`config.mk`:
```
export PLATFORM = sky130hd
export DESIGN_NAME = clint_ctrl
export DESIGN_NICKNAME = d
export VERILOG_FILES = /design/src/rtl/clint_ctrl.sv
export SDC_FILE = /design/constraint.sdc
export NUM_CORES = 1
export LEC_CHECK = 0
export CAP_MARGIN = 40
export CORE_AREA = 2 2 114 116
export CTS_BUF_LIST = sky130_fd_sc_hd__clkbuf_16
export CTS_CLUSTER_SIZE = 12
export DETAILED_ROUTE_END_ITERATION = 16
export DIE_AREA = 0 0 116 118
export PLACE_DENSITY = 0.67
export SETUP_SLACK_MARGIN = 0.3
export SLEW_MARGIN = 20
export SYNTH_ARGS = -nofsm -noshare
export SYNTH_HDL_FRONTEND = slang
export SYNTH_SLANG_ARGS = --single-unit
```
`constraint.sdc`:
```
create_clock -name clk -period 2.7 [get_ports clk]
set_clock_uncertainty 0.05 [all_clocks]
set_input_delay 0.675 -clock clk [delete_from_list [all_inputs] [get_ports clk]]
set_output_delay 0.675 -clock clk [all_outputs]
set_load 0.02 [all_outputs]
```
`src/rtl/clint_ctrl.sv`:
```
// Core-local interrupt controller: sequences the mepc/mcause/mstatus CSR writes for traps and mret, then redirects the PC.
// Optional macro CLINT_ASYNC_INT_EN enables the external (async) interrupt path; it is absent by default.
module clint_ctrl #(
  parameter logic [31:0] EXT_INT_CAUSE = 32'h8000000B
) (
  input  logic        clk,
  input  logic        rst,
  input  logic [31:0] inst_i,
  input  logic [31:0] inst_addr_i,
  input  logic        jump_flag_i,
  input  logic [31:0] jump_addr_i,
  input  logic        int_flag_i,
  input  logic        global_int_en_i,
  input  logic [31:0] csr_mtvec_i,
  input  logic [31:0] csr_mepc_i,
  input  logic [31:0] csr_mstatus_i,
  output logic        we_o,
  output logic [31:0] waddr_o,
  output logic [31:0] data_o,
  output logic        hold_flag_o,
  output logic        int_assert_o,
  output logic [31:0] int_addr_o
);

  localparam int unsigned XLEN     = 32;
  localparam int unsigned CSR_AW   = 12;

  localparam logic [XLEN-1:0]   INST_ECALL  = 32'h00000073;
  localparam logic [XLEN-1:0]   INST_EBREAK = 32'h00100073;
  localparam logic [XLEN-1:0]   INST_MRET   = 32'h30200073;
  localparam logic [XLEN-1:0]   CAUSE_ECALL  = 32'd11;
  localparam logic [XLEN-1:0]   CAUSE_EBREAK = 32'd3;
  localparam logic [CSR_AW-1:0] CSR_MSTATUS = 12'h300;
  localparam logic [CSR_AW-1:0] CSR_MEPC    = 12'h341;
  localparam logic [CSR_AW-1:0] CSR_MCAUSE  = 12'h342;

  typedef enum logic [2:0] {
    S_IDLE,
    S_W_MEPC,
    S_W_MCAUSE,
    S_W_MSTATUS,
    S_W_MRET,
    S_ASSERT
  } state_t;

  state_t          state;
  logic [XLEN-1:0] cause_q;

  logic            is_ecall;
  logic            is_ebreak;
  logic            is_mret;
  logic            sync_evt;
  logic            async_evt;
  logic [XLEN-1:0] async_mepc;
  logic [XLEN-1:0] trap_mstatus;
  logic [XLEN-1:0] mret_mstatus;

  assign is_ecall  = (inst_i == INST_ECALL);
  assign is_ebreak = (inst_i == INST_EBREAK);
  assign is_mret   = (inst_i == INST_MRET);
  assign sync_evt  = is_ecall | is_ebreak;

`ifdef CLINT_ASYNC_INT_EN
  // Level-sensitive request, lowest priority behind sync exceptions and mret.
  assign async_evt  = int_flag_i & global_int_en_i & ~sync_evt & ~is_mret;
  assign async_mepc = jump_flag_i ? jump_addr_i : inst_addr_i;
`else
  logic unused_async;
  assign unused_async = ^{int_flag_i, global_int_en_i, jump_flag_i, jump_addr_i};
  assign async_evt    = 1'b0;
  assign async_mepc   = '0;
`endif

  // Trap entry: MPIE <= MIE, MIE <= 0. Return: MIE <= MPIE, MPIE <= 1.
  assign trap_mstatus = {csr_mstatus_i[31:8], csr_mstatus_i[3], csr_mstatus_i[6:4], 1'b0, csr_mstatus_i[2:0]};
  assign mret_mstatus = {csr_mstatus_i[31:8], 1'b1, csr_mstatus_i[6:4], csr_mstatus_i[7], csr_mstatus_i[2:0]};

  // Stall in the detection cycle and while CSR writes are in flight.
  assign hold_flag_o = ((state == S_IDLE) & (sync_evt | is_mret | async_evt)) |
                       (state == S_W_MEPC) | (state == S_W_MCAUSE) |
                       (state == S_W_MSTATUS) | (state == S_W_MRET);

  // Outputs are registered against the next state so they line up with it.
  always_ff @(posedge clk) begin
    if (rst) begin
      state        <= S_IDLE;
      cause_q      <= '0;
      we_o         <= 1'b0;
      waddr_o      <= '0;
      data_o       <= '0;
      int_assert_o <= 1'b0;
      int_addr_o   <= '0;
    end else begin
      we_o         <= 1'b0;
      waddr_o      <= '0;
      data_o       <= '0;
      int_assert_o <= 1'b0;
      int_addr_o   <= '0;
      case (state)
        S_IDLE: begin
          if (sync_evt) begin
            state   <= S_W_MEPC;
            cause_q <= is_ecall ? CAUSE_ECALL : CAUSE_EBREAK;
            we_o    <= 1'b1;
            waddr_o <= XLEN'(CSR_MEPC);
            data_o  <= inst_addr_i;
          end else if (is_mret) begin
            state   <= S_W_MRET;
            we_o    <= 1'b1;
            waddr_o <= XLEN'(CSR_MSTATUS);
            data_o  <= mret_mstatus;
          end else if (async_evt) begin
            state   <= S_W_MEPC;
            cause_q <= EXT_INT_CAUSE;
            we_o    <= 1'b1;
            waddr_o <= XLEN'(CSR_MEPC);
            data_o  <= async_mepc;
          end
        end
        S_W_MEPC: begin
          state   <= S_W_MCAUSE;
          we_o    <= 1'b1;
          waddr_o <= XLEN'(CSR_MCAUSE);
          data_o  <= cause_q;
        end
        S_W_MCAUSE: begin
          state   <= S_W_MSTATUS;
          we_o    <= 1'b1;
          waddr_o <= XLEN'(CSR_MSTATUS);
          data_o  <= trap_mstatus;
        end
        S_W_MSTATUS: begin
          state        <= S_ASSERT;
          int_assert_o <= 1'b1;
          int_addr_o   <= csr_mtvec_i;
        end
        S_W_MRET: begin
          state        <= S_ASSERT;
          int_assert_o <= 1'b1;
          int_addr_o   <= csr_mepc_i;
        end
        S_ASSERT: state <= S_IDLE;
        default:  state <= S_IDLE;
      endcase
    end
  end

endmodule
```
# Yosys cells after proc, flatten, opt, wreduce, memory -nomap -nowiden
# Cells that the tools add are included.
[totals]
ff_bits = 133
in_bits = 197
out_inout_bits = 99
elab_cells = 41
[op_classes]
eq_ne = 8
n_mux = 15
bitwise_logic = 7
reduce_logical = 4
[ops]
columns = ["cell", "n"]
rows = [
  ["case mux 32 bit (3 select lines)", 1],
  ["2-to-1 mux 32 bit", 2],
  ["case mux 32 bit (2 select lines)", 1],
  ["equality test 32 x 21 -> 1 bit (second input constant)", 1],
  ["equality test 32 x 30 -> 1 bit (second input constant)", 1],
  ["equality test 32 x 7 -> 1 bit (second input constant)", 1],
  ["case mux 10 bit (3 select lines)", 1],
  ["2-to-1 mux 10 bit", 2],
  ["case mux 3 bit (4 select lines)", 1],
  ["equality test 3 x 2 -> 1 bit (second input constant)", 2],
  ["2-to-1 mux 3 bit", 2],
  ["bitwise OR 1 bit", 6],
  ["2-to-1 mux 4 bit", 1],
  ["OR reduction 2 bit", 2],
  ["equality test 3 x 1 -> 1 bit (second input constant)", 1],
  ["equality test 3 bit (second input constant)", 1],
  ["logical NOT 3 bit", 1],
  ["2-to-1 mux 1 bit", 3],
  ["!= test 3 bit (second input constant)", 1],
  ["case mux 1 bit (2 select lines)", 1],
  ["AND reduction 2 bit", 1],
  ["bitwise AND 1 bit", 1],
]

# Depth between registers and ports, before layout
# Gate-level depths: netlist (run 1).
[logic_depth]
ltp_word = 8
mapped_depth = 7
ltp_nobuf = 5

# Worst setup path after synthesis (run 1)
# OpenSTA, ideal clock, no wires.
[synth_path]
kind = "input port to output port"
startpoint = "input inst_i[2]"
endpoint = "output hold_flag_o"
arrival_ns = 1.680
required_ns = 1.975
slack_ns = 0.295
cell_stages = 4
path_buffers = 0
path_cell_list = "nor4_2 nand4_2 o31ai_1 and2_1"
[synth_via]
elab_chain_len = 8
word_cells_on_any_way = 10
cone_classes = "eq/ne (3); bitwise (7)"
[synth_lines]
columns = ["element", "line", "text"]
rows = [
  ["start, declared", "8", "input logic [31:0] inst_i,"],
  ["equality test 32 x 7 -> 1 bit or equality test 32 x 21 -> 1 bit (tied branches)", "58, 59", ""],
  ["bitwise OR 1 bit", "61", "assign sync_evt = is_ecall | is_ebreak;"],
  ["bitwise OR 1 bit *", "79", "assign hold_flag_o = ((state == S_IDLE) & (sync_evt | is_mret | async_evt)) |"],
  ["bitwise AND 1 bit *", "79", ""],
  ["bitwise OR 1 bit *", "79", ""],
  ["bitwise OR 1 bit * (2 in a row)", "80", "(state == S_W_MEPC) | (state == S_W_MCAUSE) |"],
  ["bitwise OR 1 bit *", "81", "(state == S_W_MSTATUS) | (state == S_W_MRET);"],
  ["end, declared", "20", "output logic hold_flag_o,"],
]
# Mark *: on every way between the ends. The rest lies on a longest branch, timed or not.

# Worst setup path in the final report (run 1)
[layout_path]
startpoint = "input inst_i[5]"
endpoint = "output hold_flag_o"
# The elaborated chain is that of the path after synthesis.

==> impl_results.rst, run 1 <==
.. list-table::
   :header-rows: 1

   * - Metric
     - Value
   * - Outcome
     - complete, no violations
   * - Worst ir drop on vdd
     - 0.0003297 V
   * - Synthesized area
     - 2953 um^2
   * - Worst Path Required
     - around 2 ns
   * - Nature of the critical path startpoint
     - input pin
   * - GPL Wtd Cong
     - about 0.74
   * - Row count
     - 41
   * - Main synth FF type
     - sky130_fd_sc_hd__dfxtp_1
   * - Number of sinks on the clock net
     - 75
   * - Die outline height
     - 118 um
   * - Sequential-to-total area share from yosys stat
     - 0.5085
   * - Pre-CTS setup slack
     - -0.8155 ns
   * - Die area
     - between 10,000 and 15,000 um^2
   * - Starting DRT DRC Count
     - 117
   * - Unrepaired setup endpoints after global routing
     - yes
   * - Final critical-path required period
     - between 2 and 3 ns
   * - Total negative slack
     - 0 ns
   * - Worst Setup Path Type
     - input pin to output pin
   * - Critical hold path startpoint
     - cause_q[1]
   * - Post-placement cell count
     - a little over 700
   * - I/O pin cnt
     - about 300
   * - Total via count after detailed routing
     - 3,193
   * - Flop and latch count out of synthesis
     - between 70 and 80
   * - Final antenna diode count
     - 0
   * - Number of violations of the max-capacitance limit
     - 0
   * - Post-Synthesis Cells
     - 315
   * - Worst min-delay path class
     - flop to flop
   * - Number of cells on the worst hold path
     - 2
   * - Share of the clock period used by the worst path
     - 0.9328
   * - Remaining routing DRC violations
     - 0
   * - Capture instance of the worst register-to-register path
     - int_addr_o[22]
   * - Final net count
     - 750
   * - Number of warning messages in the yosys log
     - 0
   * - Final critical-path setup slack
     - between 0.15 and 0.2 ns
   * - Relative slew slack
     - 0.6499
   * - CTS H-Tree Depth
     - 3
   * - Finished Layout Cells
     - 730
   * - Maximum number of pins on one net before global-route repair
     - just over 40
   * - Flip-flop and latch area
     - ~1500 um^2
   * - Leading cell type in the layout, fill and taps excluded
     - sky130_fd_sc_hd__clkdlybuf4s50_1
   * - CTS root buf
     - sky130_fd_sc_hd__clkbuf_16
   * - Count of flip-flops with a built-in enable after synthesis
     - 0
   * - Number of distinct library cells after synthesis
     - 36
   * - Total global-route track usage
     - 0.1427
   * - Fillers
     - between 1,000 and 1,500
   * - Slew at the pin with the worst max-slew slack
     - around 0.52 ns
   * - Clock insertion delay at the later pin of the skew report
     - 0.32 ns
   * - Number of CTS-inserted buffers
     - 9
   * - Hold Crit Endpoint
     - cause_q[1]
   * - Fraction of layout instances using a drive strength above 1
     - 0.1326
   * - 1st-pass router iterations
     - 4
   * - Sum of overflow across all layers after global routing
     - 0
   * - Largest fanout of any net on the critical path
     - 2
   * - Core ar.
     - roughly 12,000 um^2
   * - Async set or reset register ratio after synthesis
     - 0
   * - Leak pwr
     - about 2.2 nW
   * - Die extent in x
     - about 120 um
   * - Type of element capturing the critical path
     - output pin
   * - Pwr per Cell Area
     - roughly 450 nW/um^2
   * - Port Buf Inserts
     - roughly 230
   * - Worst endpoint data arrival time
     - between 1.5 and 2 ns
   * - Final setup violation count
     - 0
   * - Detailed placer's ending HPWL
     - between 7000 and 8000 um
   * - Remaining antenna violation count
     - 0
   * - Multi-input logic area
     - about 1300 um^2
   * - Crit Reg-Reg Startpoint
     - state[0]
   * - Syn_area_per_cell
     - between 9 and 10 um^2
   * - Clock tree from TritonCTS
     - yes
   * - Depth of the most critical reg-to-reg path
     - 6
   * - Clock-pin transition on the worst setup and hold timing paths
     - approximately 0.060 ns
   * - Number of slew-limit violations in the final report
     - 0
   * - Buffer depth of the longest clock path
     - 2
   * - Area growth syn-to-layout
     - 98.52%
   * - First-pass GRT wire length
     - ~15,000 um
   * - Effective utilization at floorplan
     - 0.2379
   * - Highest clock rate
     - about 0.4 GHz
   * - Via count of the first global-routing pass
     - 3,213
   * - Antenna violations before repair
     - 0
   * - Commonest cells after routing, fill and taps aside
     - sky130_fd_sc_hd__clkdlybuf4s50_1 (200), sky130_fd_sc_hd__dfxtp_1 (75), sky130_fd_sc_hd__nor2_1 (69), sky130_fd_sc_hd__a22oi_1 (32), sky130_fd_sc_hd__a32oi_1 (28)
   * - Total count of hold-check failures in the final report
     - 0
   * - Instance area at placement
     - ~5500 um^2
   * - Post-DR wirelength/cell
     - 13.90 um
   * - Final design instance area without fill
     - 5862 um^2
   * - Vias per cell
     - between 4 and 5
   * - DRT Wirelength
     - a little over 10,000 um
   * - R2r setup slk
     - ~0.91 ns
   * - Pwr Total
     - approximately 2.6 mW
[worst max-delay path, stage by stage]
cell and delay [ns]:
sky130_fd_sc_hd__clkdlybuf4s15_1 0.17, sky130_fd_sc_hd__and4bb_2 0.26, sky130_fd_sc_hd__nand3_2 0.11, sky130_fd_sc_hd__o31ai_4 0.29, sky130_fd_sc_hd__and2_4 0.18, sky130_fd_sc_hd__buf_6 0.11
[worst max path at each step]
stage | from | endpoint | slack [ns] | cells after the start
floorplan | inst_i[2] | hold_flag_o | 0.33 | 4
global placement | inst_i[9] | hold_flag_o | -0.80 | 6
detailed placement | inst_i[9] | hold_flag_o | -0.82 | 6
CTS | inst_i[26] | hold_flag_o | 0.15 | 6
global route | inst_i[22] | hold_flag_o | 0.13 | 6
finish | inst_i[5] | hold_flag_o | 0.18 | 6
[cell families after synthesis]
logic type             Yosys count  share of synthesized area
AO/OA/AOI/OAI                   77                     0.2030
XOR/XNOR                         1                   0.002967
AND/OR/NAND/NOR                105                     0.1775
buffers and inverters           56                     0.1068
other                            1                   0.001270
flip-flops                      75                     0.5085
[flip-flops by register name, summed over array words and instances (netlist names)]
register	flops
int_assert_o	1
int_addr_o	32
state	3
cause_q	2
data_o	32
waddr_o	4
we_o	1
[power breakdown]
group,internal [mW],leakage (nW),switching [mW]
logic,0.205,1.43,0.101
clock network,0.797,0.152,0.438
registers,1.11,0.604,0.000000000177
[per-stage QoR]
| stage | hold slack [ns] | util |
|---|---|---|
| final | 0.4100 | 0.4722 |
| after detailed placement | 0.4053 | 0.4410 |
| after floorplan | 0.3817 | - |
| after CTS | 0.4186 | 0.4702 |
| after global routing | 0.4485 | 0.4722 |
| after global placement | 0.3965 | 0.4386 |
[repair_timing]
action / in CTS / in global routing
hold buffers: 0 / 0
endpoints found under the hold margin: 0 / 0
endpoints found under the setup margin: 2 / 2
gates resized for setup: 100 / 16
setup buffers: 4 / 1
pin swaps: 13 / 10
[synthesized netlist by cell type, types with 2 or more instances]
master                      n  area, um^2
sky130_fd_sc_hd__a32oi_1   28       245.2
sky130_fd_sc_hd__o31ai_1    2       15.01
sky130_fd_sc_hd__nor2_1    71       266.5
sky130_fd_sc_hd__a21oi_1    8       40.04
sky130_fd_sc_hd__dfxtp_1   75        1501
sky130_fd_sc_hd__nor2b_1    2       12.51
sky130_fd_sc_hd__buf_4     28       210.2
sky130_fd_sc_hd__nand2_1    3       11.26
sky130_fd_sc_hd__nor3_1     5       25.02
sky130_fd_sc_hd__and2_1     4       25.02
sky130_fd_sc_hd__nand3_1    3       15.01
sky130_fd_sc_hd__a22oi_1   32       240.2
sky130_fd_sc_hd__nor4_2     4       50.05
sky130_fd_sc_hd__clkbuf_1  27       101.4
sky130_fd_sc_hd__o21ai_0    2       10.01
[per-layer routing]
layer | global-route usage | wire length, um | part of all wire | up-vias
met3 | 0.06076 | 1203 | 0.12 | 6
met1 | 0.1480 | 3690 | 0.36 | 1457
met2 | 0.2624 | 5182 | 0.51 | 174
met5 | 0 | 0 | 0 | -
li1 | - | - | - | 1556
met4 | 0.03199 | 68 | 0.0067 | 0
[cell type report]
cell class              count  share of cell area
clock inverters             7             0.01430
clock buffers               9             0.03842
well taps                 172             0.03671
multi-input cells         210              0.2280
repair buffers            256              0.4258
flip-flops and latches     75              0.2561
inverters                   1           0.0006403
Note: power is estimated with default switching activity, not from simulation.
==> run 2, diff against run 1 <==
CTS_CLUSTER_SIZE = 14   (was 12)
==> results of run 2 <==
Final layout, timing and power as in run 1 (identical DEF).
==> run 3, diff against run 2 <==
SLEW_MARGIN = 0   (was 20)
clock period = 2.71 ns   (was 2.7 ns; I/O delays follow)
==> run 3 against run 2 <==
Largest power group unchanged. Setup slack worse by 0.041 ns. Clock power up 7%. Final cell count up 3.4%. Sequential power about the same. Non-clock buffer count up 25. Largest cell class unchanged. Sequential share of layout area down 1.6 points. Via count up 6.7%. First-iteration DRC count up 15%. Worst hold slack worse by 0.0041 ns. Critical path type is now input pin to flop. Register-to-register slack worse by 0.31 ns. Combinational power up 5%. Utilization up 3.1 points. Highest routed layer unchanged.
==> impl_results.rst, run 3 (synthesized netlist as in run 1, its figures left out) <==
.. list-table::
   :header-rows: 1

   * - Metric
     - Value
   * - Outcome
     - complete, no violations
   * - Final design instance area without fill
     - between 6000 and 7000 um^2
   * - Total via count after detailed routing
     - around 3,400
   * - Worst Path Required
     - just under 3 ns
   * - Number of slew-limit violations in the final report
     - 0
   * - Largest stage delay, worst path
     - roughly 0.33 ns
   * - Number of CTS-inserted buffers
     - 9
   * - Remaining antenna violation count
     - 0
   * - Worst Setup Path Type
     - input pin to flop
   * - Final core utilization
     - 0.5031
   * - Clock-pin transition on the worst setup and hold timing paths
     - about 0.05 ns
   * - Final critical-path required period
     - between 2 and 3 ns
   * - Buffer depth of the longest clock path
     - 2
   * - Port Buf Inserts
     - 233
   * - Maximum number of pins on one net before global-route repair
     - 41
   * - Share of the clock period used by the worst path
     - 0.9481
   * - Leak pwr
     - between 2 and 2.5 nW
   * - Leading cell type in the layout, fill and taps excluded
     - sky130_fd_sc_hd__clkdlybuf4s50_1
   * - Cell family with the largest share of critical-path delay
     - buffers and inverters
   * - Number of violations of the max-capacitance limit
     - 0
   * - Nature of the critical path startpoint
     - input pin
   * - CTS H-Tree Depth
     - 3
   * - Worst endpoint data arrival time
     - 2.78 ns
   * - Total negative slack
     - 0 ns
   * - Finished Layout Cells
     - about 760
   * - Commonest cells after routing, fill and taps aside
     - sky130_fd_sc_hd__clkdlybuf4s50_1 (200), sky130_fd_sc_hd__dfxtp_1 (75), sky130_fd_sc_hd__nor2_1 (68), sky130_fd_sc_hd__a22oi_1 (32)
   * - Detailed placer's ending HPWL
     - 7947 um
   * - Die outline height
     - roughly 120 um
   * - Number of sinks on the clock net
     - 75
   * - Most common cell on crit path
     - sky130_fd_sc_hd__buf_6
   * - Largest fanout of any net on the critical path
     - 8
   * - Final setup violation count
     - 0
   * - Antenna violations before repair
     - 0
   * - Core ar.
     - 12,410 um^2
   * - Clock tree from TritonCTS
     - yes
   * - Total count of hold-check failures in the final report
     - 0
   * - Row count
     - 41
   * - Buffers & Inverters on Critical Path
     - 11
   * - Area growth syn-to-layout
     - 111.5%
   * - Effective utilization at floorplan
     - 0.2379
   * - 1st-pass router iterations
     - 4
   * - Sum of overflow across all layers after global routing
     - 0
   * - Ordered list of cells on the worst path
     - buf_6 -> nor4_4 -> buf_4 -> buf_6 -> buf_6 -> buf_6 -> buf_6 -> buf_6 -> buf_6 -> buf_6 -> buf_6 -> nand4_1 -> o21bai_4 -> clkbuf_16 -> a32oi_1 -> nor2_1
   * - Highest clock rate
     - just under 0.4 GHz
   * - Vias per cell
     - between 4 and 5
   * - GPL Wtd Cong
     - 0.7237
   * - Worst min-delay path class
     - flop to flop
   * - I/O pin cnt
     - roughly 300
   * - Final antenna diode count
     - 0
   * - Via count of the first global-routing pass
     - 3,197
   * - Clock insertion delay at the later pin of the skew report
     - approximately 0.33 ns
   * - Relative slew slack
     - 0.5317
   * - Post-placement cell count
     - approximately 710
   * - Worst Hold Slack
     - 0.4059 ns
   * - Type of element capturing the critical path
     - flop
   * - DRT Wirelength
     - approximately 12,000 um
   * - Die extent in x
     - around 120 um
   * - Slew at the pin with the worst max-slew slack
     - between 0.6 and 0.7 ns
   * - CTS root buf
     - sky130_fd_sc_hd__clkbuf_16
   * - Remaining routing DRC violations
     - 0
   * - Final net count
     - about 780
   * - Worst ir drop on vdd
     - around 0.00020 V
   * - Unrepaired setup endpoints after global routing
     - yes
   * - Total global-route track usage
     - 0.1460
   * - Count of hold buffers inserted by post-cts repair
     - 0
   * - Pwr per Cell Area
     - 441.3 nW/um^2
   * - Largest regs
     - data_o (32), int_addr_o (32), waddr_o (4)
   * - Die area
     - approximately 14,000 um^2
   * - Post-DR wirelength/cell
     - between 15 and 20 um
   * - Slowest library cell on the worst path
     - sky130_fd_sc_hd__o21bai_4
   * - First-pass GRT wire length
     - 15,460 um
   * - Instance area at placement
     - 5459 um^2
   * - Starting DRT DRC Count
     - 134
   * - Fraction of layout instances using a drive strength above 1
     - 0.1870
## run 3: path summary, 6_finish.rpt
| check | from | end | slack [ns] | cells past startpoint |
|---|---|---|---|---|
| max | inst_i[22] | data_o[17] | 0.14 | 16 |
| min | cause_q[1] | cause_q[1] | 0.41 | 2 |
| max reg2reg | state[1] | data_o[29] | 0.60 | 7 |
| min reg2reg | cause_q[1] | cause_q[1] | 0.41 | 2 |
## run 3: layer usage
metal / up-vias / routed length, um / track usage
li1: 1612 / - / -
met1: 1593 / 4208 / 0.1422
met2: 187 / 5979 / 0.2573
met3: 15 / 1266 / 0.06282
met4: 0 / 246 / 0.07589
met5: - / 0 / 0
## run 3: stage by stage
step | power, mW | worst slack, ns
global placement | 1.426 | -0.7630
CTS | 2.783 | 0.1756
global route | 2.865 | 0.08511
finish | 2.756 | 0.1408
floorplan | 1.212 | 0.3000
detailed placement | 1.433 | -0.8135
## run 3: area by class of cell
| class | instances | area (um^2) |
|---|---|---|
| Timing Repair Buffer | 281 | 2826 |
| Inverter | 1 | 3.754 |
| Sequential cell | 75 | 1501 |
| Clock inverter | 7 | 107.6 |
| Tap cell | 172 | 215.2 |
| Fill cell | 1156 | 6168 |
| Clock buffer | 9 | 225.2 |
| Multi-Input combinational cell | 210 | 1366 |
## run 3: where the power goes
group	switching (mW)	leakage, nW	internal [mW]
logic	0.106	1.61	0.216
clock network	0.443	0.168	0.889
registers	0.000000000179	0.604	1.10
## run 3: repair_timing
action / CTS / global route
buffers inserted: 18 / 5
pin swaps: 14 / 24
setup endpoints to repair: 2 / 35
resized for setup: 114 / 40
gates cloned: 0 / 8
## run 3: worst reg2reg max path, stage by stage (launching register included)
cell and delay, ns:
sky130_fd_sc_hd__dfxtp_1 0.40, sky130_fd_sc_hd__nor3_1 0.58, sky130_fd_sc_hd__nand2_4 0.11, sky130_fd_sc_hd__nor3_4 0.40, sky130_fd_sc_hd__buf_4 0.20, sky130_fd_sc_hd__clkbuf_16 0.15, sky130_fd_sc_hd__a32oi_1 0.05, sky130_fd_sc_hd__nor2_1 0.11
